`src/rtl/ssd_scanner_pkg.sv`:
```
// Shared types and constants for the four-digit seven-segment scanner.
// Segment patterns are active-low and ordered {g,f,e,d,c,b,a}.
package ssd_scanner_pkg;

    typedef logic [1:0] digit_idx_t;

    localparam logic [6:0] SEG_OFF   = 7'h7F;
    localparam logic [3:0] ANODE_OFF = 4'hF;

    localparam logic [6:0] SEG_0 = 7'b1000000;
    localparam logic [6:0] SEG_1 = 7'b1111001;
    localparam logic [6:0] SEG_2 = 7'b0100100;
    localparam logic [6:0] SEG_3 = 7'b0110000;
    localparam logic [6:0] SEG_4 = 7'b0011001;
    localparam logic [6:0] SEG_5 = 7'b0010010;
    localparam logic [6:0] SEG_6 = 7'b0000010;
    localparam logic [6:0] SEG_7 = 7'b1111000;
    localparam logic [6:0] SEG_8 = 7'b0000000;
    localparam logic [6:0] SEG_9 = 7'b0010000;
    localparam logic [6:0] SEG_A = 7'b0001000;
    localparam logic [6:0] SEG_B = 7'b0000011;
    localparam logic [6:0] SEG_C = 7'b1000110;
    localparam logic [6:0] SEG_D = 7'b0100001;
    localparam logic [6:0] SEG_E = 7'b0000110;
    localparam logic [6:0] SEG_F = 7'b0001110;

endpackage

```
`src/rtl/ssd_scanner_hex7seg.sv`:
```
// Combinational hex nibble to active-low seven-segment decoder.
module ssd_scanner_hex7seg
    import ssd_scanner_pkg::*;
(
    input  logic [3:0] value,
    output logic [6:0] segments
);

    always_comb begin
        segments = SEG_OFF;
        case (value)
            4'h0: segments = SEG_0;
            4'h1: segments = SEG_1;
            4'h2: segments = SEG_2;
            4'h3: segments = SEG_3;
            4'h4: segments = SEG_4;
            4'h5: segments = SEG_5;
            4'h6: segments = SEG_6;
            4'h7: segments = SEG_7;
            4'h8: segments = SEG_8;
            4'h9: segments = SEG_9;
            4'hA: segments = SEG_A;
            4'hB: segments = SEG_B;
            4'hC: segments = SEG_C;
            4'hD: segments = SEG_D;
            4'hE: segments = SEG_E;
            4'hF: segments = SEG_F;
            default: segments = SEG_OFF;
        endcase
    end

endmodule

```
`src/rtl/ssd_scanner.sv`:
```
// Time-multiplexed four-digit seven-segment scanner; each digit is latched once per slot.
// Define SSD_GHOST_BLANK_EN to hold the anodes off for BLANK_CYCLES at the start of each slot.
module ssd_scanner
    import ssd_scanner_pkg::*;
#(
    parameter int REFRESH_DIV  = 100000,
    parameter int BLANK_CYCLES = 1000
) (
    input  logic       clk_i,
    input  logic       rst_ni,
    input  logic       digit0_en_i,
    input  logic       digit1_en_i,
    input  logic       digit2_en_i,
    input  logic       digit3_en_i,
    input  logic [3:0] digit0_i,
    input  logic [3:0] digit1_i,
    input  logic [3:0] digit2_i,
    input  logic [3:0] digit3_i,
    output logic [3:0] anode_o,
    output logic [6:0] segments_o
);

    localparam int CNT_W = $clog2(REFRESH_DIV);
    localparam logic [CNT_W-1:0] CNT_MAX = CNT_W'(REFRESH_DIV - 1);
`ifdef SSD_GHOST_BLANK_EN
    localparam logic [CNT_W-1:0] LOAD_AT = CNT_W'(BLANK_CYCLES);
`else
    // BLANK_CYCLES has no effect here: the load happens on the first cycle of the slot.
    localparam logic [CNT_W-1:0] LOAD_AT = CNT_W'(0 * BLANK_CYCLES);
`endif

    logic [CNT_W-1:0] cnt;
    digit_idx_t       idx;
    logic             cur_en;
    logic [3:0]       cur_val;
    logic [6:0]       cur_seg;
    logic [3:0]       onehot;

    always_comb begin
        cur_en  = 1'b0;
        cur_val = 4'h0;
        case (idx)
            2'd0: begin cur_en = digit0_en_i; cur_val = digit0_i; end
            2'd1: begin cur_en = digit1_en_i; cur_val = digit1_i; end
            2'd2: begin cur_en = digit2_en_i; cur_val = digit2_i; end
            2'd3: begin cur_en = digit3_en_i; cur_val = digit3_i; end
            default: begin cur_en = 1'b0; cur_val = 4'h0; end
        endcase
    end

    assign onehot = 4'(4'b0001 << idx);

    ssd_scanner_hex7seg u_hex7seg (
        .value    (cur_val),
        .segments (cur_seg)
    );

    // LOAD_AT never equals CNT_MAX, so the slot-end blanking and the load never collide.
    always_ff @(posedge clk_i) begin
        if (!rst_ni) begin
            cnt        <= '0;
            idx        <= '0;
            anode_o    <= ANODE_OFF;
            segments_o <= SEG_OFF;
        end else begin
            if (cnt == CNT_MAX) begin
                cnt        <= '0;
                idx        <= idx + 2'd1;
                anode_o    <= ANODE_OFF;
                segments_o <= SEG_OFF;
            end else begin
                cnt <= cnt + 1'b1;
            end
            if (cnt == LOAD_AT) begin
                anode_o    <= ~(onehot & {4{cur_en}});
                segments_o <= cur_en ? cur_seg : SEG_OFF;
            end
        end
    end

endmodule

```
`config.mk`:
```
export PLATFORM = sky130hd
export DESIGN_NAME = ssd_scanner
export DESIGN_NICKNAME = d
export VERILOG_FILES = /design/src/rtl/ssd_scanner_pkg.sv /design/src/rtl/ssd_scanner_hex7seg.sv /design/src/rtl/ssd_scanner.sv
export SDC_FILE = /design/constraint.sdc
export NUM_CORES = 1
export LEC_CHECK = 0
export CAP_MARGIN = 20
export CORE_MARGIN = 4
export CORE_UTILIZATION = 30
export DETAILED_ROUTE_END_ITERATION = 10
export PLACE_DENSITY = 0.62
export SETUP_SLACK_MARGIN = 0.15
export SLEW_MARGIN = 20
export SYNTH_ARGS = -nofsm -noshare
export SYNTH_HDL_FRONTEND = slang
export SYNTH_SLANG_ARGS = --single-unit
```
`constraint.sdc`:
```
create_clock -name clk_i -period 2.1 [get_ports clk_i]
set_input_delay 0.42 -clock clk_i [delete_from_list [all_inputs] [get_ports clk_i]]
set_output_delay 0.42 -clock clk_i [all_outputs]
set_load 0.02 [all_outputs]
```
**Word-level counts from Yosys, hierarchy flattened**

Memories as Yosys holds them, arrays and structs flattened.
Cells that the tools add are included.

- Add/subtract/negate cells: 2
- Equality and inequality tests: 4
- Shift operators: 1
- Muxes and demuxes: 7
- Bitwise operators: 3
- Reduce and logical (&&, ||, !) cells: 4

Operators with widths:

| kind | number |
|---|---|
| 7-bit two-way mux | 3 |
| 17-bit by 1-bit adder with 17-bit output, second input constant | 1 |
| 17-bit equality test, second input constant | 1 |
| 17-bit logical NOT | 1 |
| 4-bit one-hot mux with 4 select lines | 1 |
| 4-bit two-way mux | 2 |
| 4-bit AND | 1 |
| 2-bit equality test, second input constant | 2 |
| 4-bit NOT | 1 |
| 1-bit one-hot mux with 4 select lines | 1 |
| 1-bit by 2-bit left shift with 4-bit output, first input constant | 1 |
| 2-bit by 1-bit adder with 2-bit output, second input constant | 1 |
| 2-bit by 1-bit equality test with 1-bit output, second input constant | 1 |
| 2-bit logical NOT | 1 |
| 2-bit nonzero test | 1 |
| 2-bit OR reduction | 1 |
| 1-bit NOT | 1 |

- Register bits after elaboration: 30
- Bits in read-only memories: 112
- Bits of input ports: 22
- Output and inout bits: 11
- Logic and storage cells: 26
- Memories: 1

Memories:

| memory | depth | width | read ports | clocked after Yosys merged registers in | write ports | line | text |
|---|---|---|---|---|---|---|---|
| (name not given) | 16 | 7 | 1 | 0 | 0 | ssd_scanner_hex7seg.sv:11 | `case (value)` |

**Longest topological paths before layout**

- Word-level depth: 5
- Depth in mapped cells: 9

**Modules after synthesis**

Synthesis repeated with hierarchy kept, for this count alone.

- Cells, all modules: 208
- Area total of the unflattened synthesis: 1791.7 µm²

Modules (own cells, without submodules):

| module | times used | cells each | area each (µm²) | sequential area each (µm²) |
|---|---|---|---|---|
| ssd_scanner | 1 | 173 | 1521.5 | 600.6 |
| ssd_scanner_hex7seg | 1 | 35 | 270.3 | 0.0 |

**Worst setup path before layout**

Ideal clock, no wire load.

- Kind: reg-to-reg
- From: register idx[0]
- To: register segments_o[4]
- Setup time: 58 ps
- Arrival time: 2028 ps
- Data required time: 2042 ps
- Path slack: 14 ps
- Cell stages (with the launch flop): 10
- Buffers on the path: 0
- Period minus slack after synthesis: 2086 ps
- Path through: dfxtp_1 inv_1 ha_1 a222oi_1 mux2_2 inv_1 ha_1 mux2_2 o2111ai_1 o21a_1

- Longest elaborated chain between the ends: 5
- Elaborated cells between the ends (all ways): 9
- Those cells by class: eq/ne (3); mux (4); reduce/logical (1); memory (1)

RTL lines:

| what | line | text |
|---|---|---|
| start: declaration | ssd_scanner.sv:33 | `digit_idx_t idx;` |
| start signal: assignment | ssd_scanner.sv:68 | `idx <= idx + 2'd1;` |
| 2-bit equality test, or another cell as far along | ssd_scanner.sv:42 | `case (idx)` |
| 4-bit one-hot mux with 4 select lines | ssd_scanner.sv:42 |  |
| memory read 16 x 7 bit | - |  |
| 7-bit two-way mux (*) | ssd_scanner.sv:76 | `segments_o <= cur_en ? cur_seg : SEG_OFF;` |
| 7-bit two-way mux (*) | ssd_scanner.sv:74 | `if (cnt == LOAD_AT) begin` |
| end signal: assignment | ssd_scanner.sv:76 |  |
| end: declaration | ssd_scanner.sv:20 | `output logic [6:0] segments_o` |

Mark *: on every way between the ends. The rest lies on a longest branch, timed or not.
A chain may end at the register's enable or synchronous reset.

**Worst setup path in the final report**

- From: register idx[0]
- To: register segments_o[5]

The elaborated chain is that of the path after synthesis.

==> results.md <==
* Area growth from synthesis to layout at 46.2%
* Area leader, netlist: dfxtp_1
* Fill cells at 550
* Remaining antenna violation count at 0
* Initial Utilization at 0.312
* Minimum clock period at slightly below 2000 ps
* Final WL at 3990 um
* Synth cell types at 42
* Count of endpoints failing setup in the final report at 0
* Max-cap violations at 0
* Clock share of power at 0.367
* CP max-delay cell: dfxtp_4
* Clk_skew at 4.96 ps
* Root Buffer: clkbuf_8
* Hold bufs inserted after CTS at 0
* Sw frac at 0.256
* Avg WL per Cell at approximately 12 um
* Row Count at 27
* Max Freq at roughly 510 MHz
* Dpl hpwl at around 3000 um
* Commonest non-fill, non-tap cell in the layout: clkdlybuf4s50_1
* Longest Clk Path Bufs at 2
* Non-Filler Instances at 320
* Number of diodes at 0
* Mapped Area at 1730 um^2
* Die height at around 84 um
* Clock-pin slew on the worst setup and hold paths at around 60 ps
* Drt drc at 0
* CTS tree: done
* Final Hold Vio Count at 0
* Post-synth EDFFs at 0
* Critical Path AT at between 2000 and 2500 ps
* Top cells by area, synth: dfxtp_1, ha_1, nand2_1
* Psw at 335 uW
* Tightest Pin Transition at about 530 ps
* Clk_lat worst skew at 280 ps
* Worst r2r path cells at 9
* FF+latch count, synth at 30
* Logic pwr share at 0.176
* I/O pins at 33
* Synth warn at 0
* CP Max Fanout at 5
* Peak supply drop at 0.000566 V
* Hold/Removal Path Class: reg2reg
* Routability cong. at 0.776
* TritonCTS Buffers at 5
* DR vias at around 1.5k
* Power Internal at ~970 uW
* Final hold slack at around 460 ps
* CP Data Required Time at about 2300 ps
* CP Capture Type: register
* Number of H-tree levels at 2
* Average instance area after synthesis at a little over 9 um^2
* Total gr overflow at 0
* Die Span X at roughly 84 um
* CTS Sinks at 30
* Port Buffers at 32
* Worst path cell trace: inv_4 > ha_4 > a222oi_1 > mux2_4 > inv_1 > ha_1 > nand2_2 > a21oi_1 > o22a_1
* Post-synth top area share at 0.347
* Die Area at 7040 um^2
* Crit Path Category: reg2reg
* Seq/Total Area, Yosys at 0.347
* Drt initial violations at about 70
* Unrepaired setup endpoints after global routing: yes
* Vias in the first global route at ~1.4k
* GRT Util Overall at 0.118
* Slew Limit Fails at 0
* Sequential power share at 0.456
* Worst Setup Start Kind: register
* Inst Count DP at about 310
* Largest net degree at the start of global routing at 17
* PwrDens at 518 nW/um^2
* Status: complete, no violations
* Vias/cell at 4.70
* Antenna violations before repair at 0
* Top FF cell, synth: dfxtp_1
* Final worst-path cycle share at 0.935
* Post-synthesis async set-or-reset flop share at 0
* Worst stage delay on the critical path at around 400 ps
* Core area at between 5000 and 6000 um^2
* Slew HR at 0.646
* Hold Crit Depth at 2
* P_leak at 0.000960 uW
* Syn nets at 221
* Mapped Cells at ~190
* Nets at around 280
* First-pass GRT wire length at 6760 um
* Commonest non-fill, non-tap cells in the layout: clkdlybuf4s50_1, dfxtp_1, buf_4, nand2_1, nand3_1
* 1st-pass router iterations at 5
* Layout cell share with drive strength beyond 1 at 0.306
area by class of cell:
type | instances | area [um^2] | share of cell area
Inverter | 12 | 52.6 | 0.0208
Multi-Input combinational cell | 139 | 1160 | 0.458
Clock buffer | 7 | 86.3 | 0.0341
Clock inverter | 1 | 5.00 | 0.00198
Sequential cell | 30 | 609 | 0.241
Tap cell | 72 | 90.1 | 0.0356
Timing Repair Buffer | 59 | 527 | 0.208
kinds of logic (layout without fill, tap and decap cells):
family,Yosys count,count (layout),share of synthesized area
buf+inv,17,79,0.0506
flops,30,30,0.347
simple gates,74,74,0.234
fa+ha+maj,13,13,0.0941
xor+xnor,16,16,0.0810
mux,8,8,0.0492
compound gates,28,28,0.143
cell usage after synthesis (2+ instances only):
cell and n:
a21oi_1 3, a222oi_1 4, and3_2 2, clkbuf_1 3
dfxtp_1 30, ha_1 13, inv_1 12, mux2_2 4
mux2i_1 4, nand2_1 21, nand3_1 11, nand4_1 3
nor2_1 9, nor2_2 10, nor3_1 5, nor4_1 4
o22a_1 6, o2bb2ai_1 4, xnor2_1 8, xor2_1 8
power by group through the flow:
stage / registers, uW / logic, uW / clock network [uW]
2_1_floorplan: 628 / 93.8 / 0
3_3_place_gp: 613 / 214 / 0
3_5_place_dp: 612 / 216 / 0
4_1_cts: 600 / 226 / 494
5_1_grt: 600 / 252 / 525
6_report: 598 / 231 / 481
critical path: cells and delay by family, from the launching register on:
| family | cells | cell delay [ps] |
|---|---|---|
| simple gates | 1 | 90 |
| flops | 1 | 390 |
| fa+ha+maj | 2 | 400 |
| buf+inv | 2 | 160 |
| mux | 1 | 240 |
| compound gates | 3 | 580 |
per-layer routing:
| metal | vias to the layer above | GRT usage | wire length, um |
|---|---|---|---|
| met2 | 35 | 0.176 | 1770 |
| li1 | 780 | - | - |
| met5 | - | 0 | 0 |
| met4 | 0 | 0.0512 | 76 |
| met1 | 680 | 0.158 | 1960 |
| met3 | 10 | 0.0316 | 181 |
metrics by stage:
step                      power (uW)  utilization  setup slack, ps  TNS (ps)  cell area [um^2]
after CTS                       1320        0.439              122         0              2430
after global routing            1380        0.456             39.2         0              2530
after floorplan                  722            -              152         0              1740
after global placement           827        0.407             -165      -848              2260
after detailed placement         829        0.407             -182      -862              2260
final                           1310        0.456              136         0              2530
registers in the layout, indices dropped and copies added (netlist names):
| name | cells |
|---|---|
| idx | 2 |
| cnt | 17 |
| anode_o | 4 |
| segments_o | 7 |
path summary, 6_finish.rpt:
check | slack (ps) | end | startpoint
max | 140 | segments_o[5] | idx[0]
min | 460 | anode_o[1] | anode_o[1]
max reg2reg | 140 | segments_o[5] | idx[0]
min reg2reg | 460 | anode_o[1] | anode_o[1]
repair_timing:
action / 4_1_cts / 5_1_grt
setup buffers: 6 / 1
gates resized for setup: 12 / 19
pin swaps: 5 / 10
endpoints found under the setup margin: 10 / 14
Note: power is estimated with default switching activity, not from simulation.
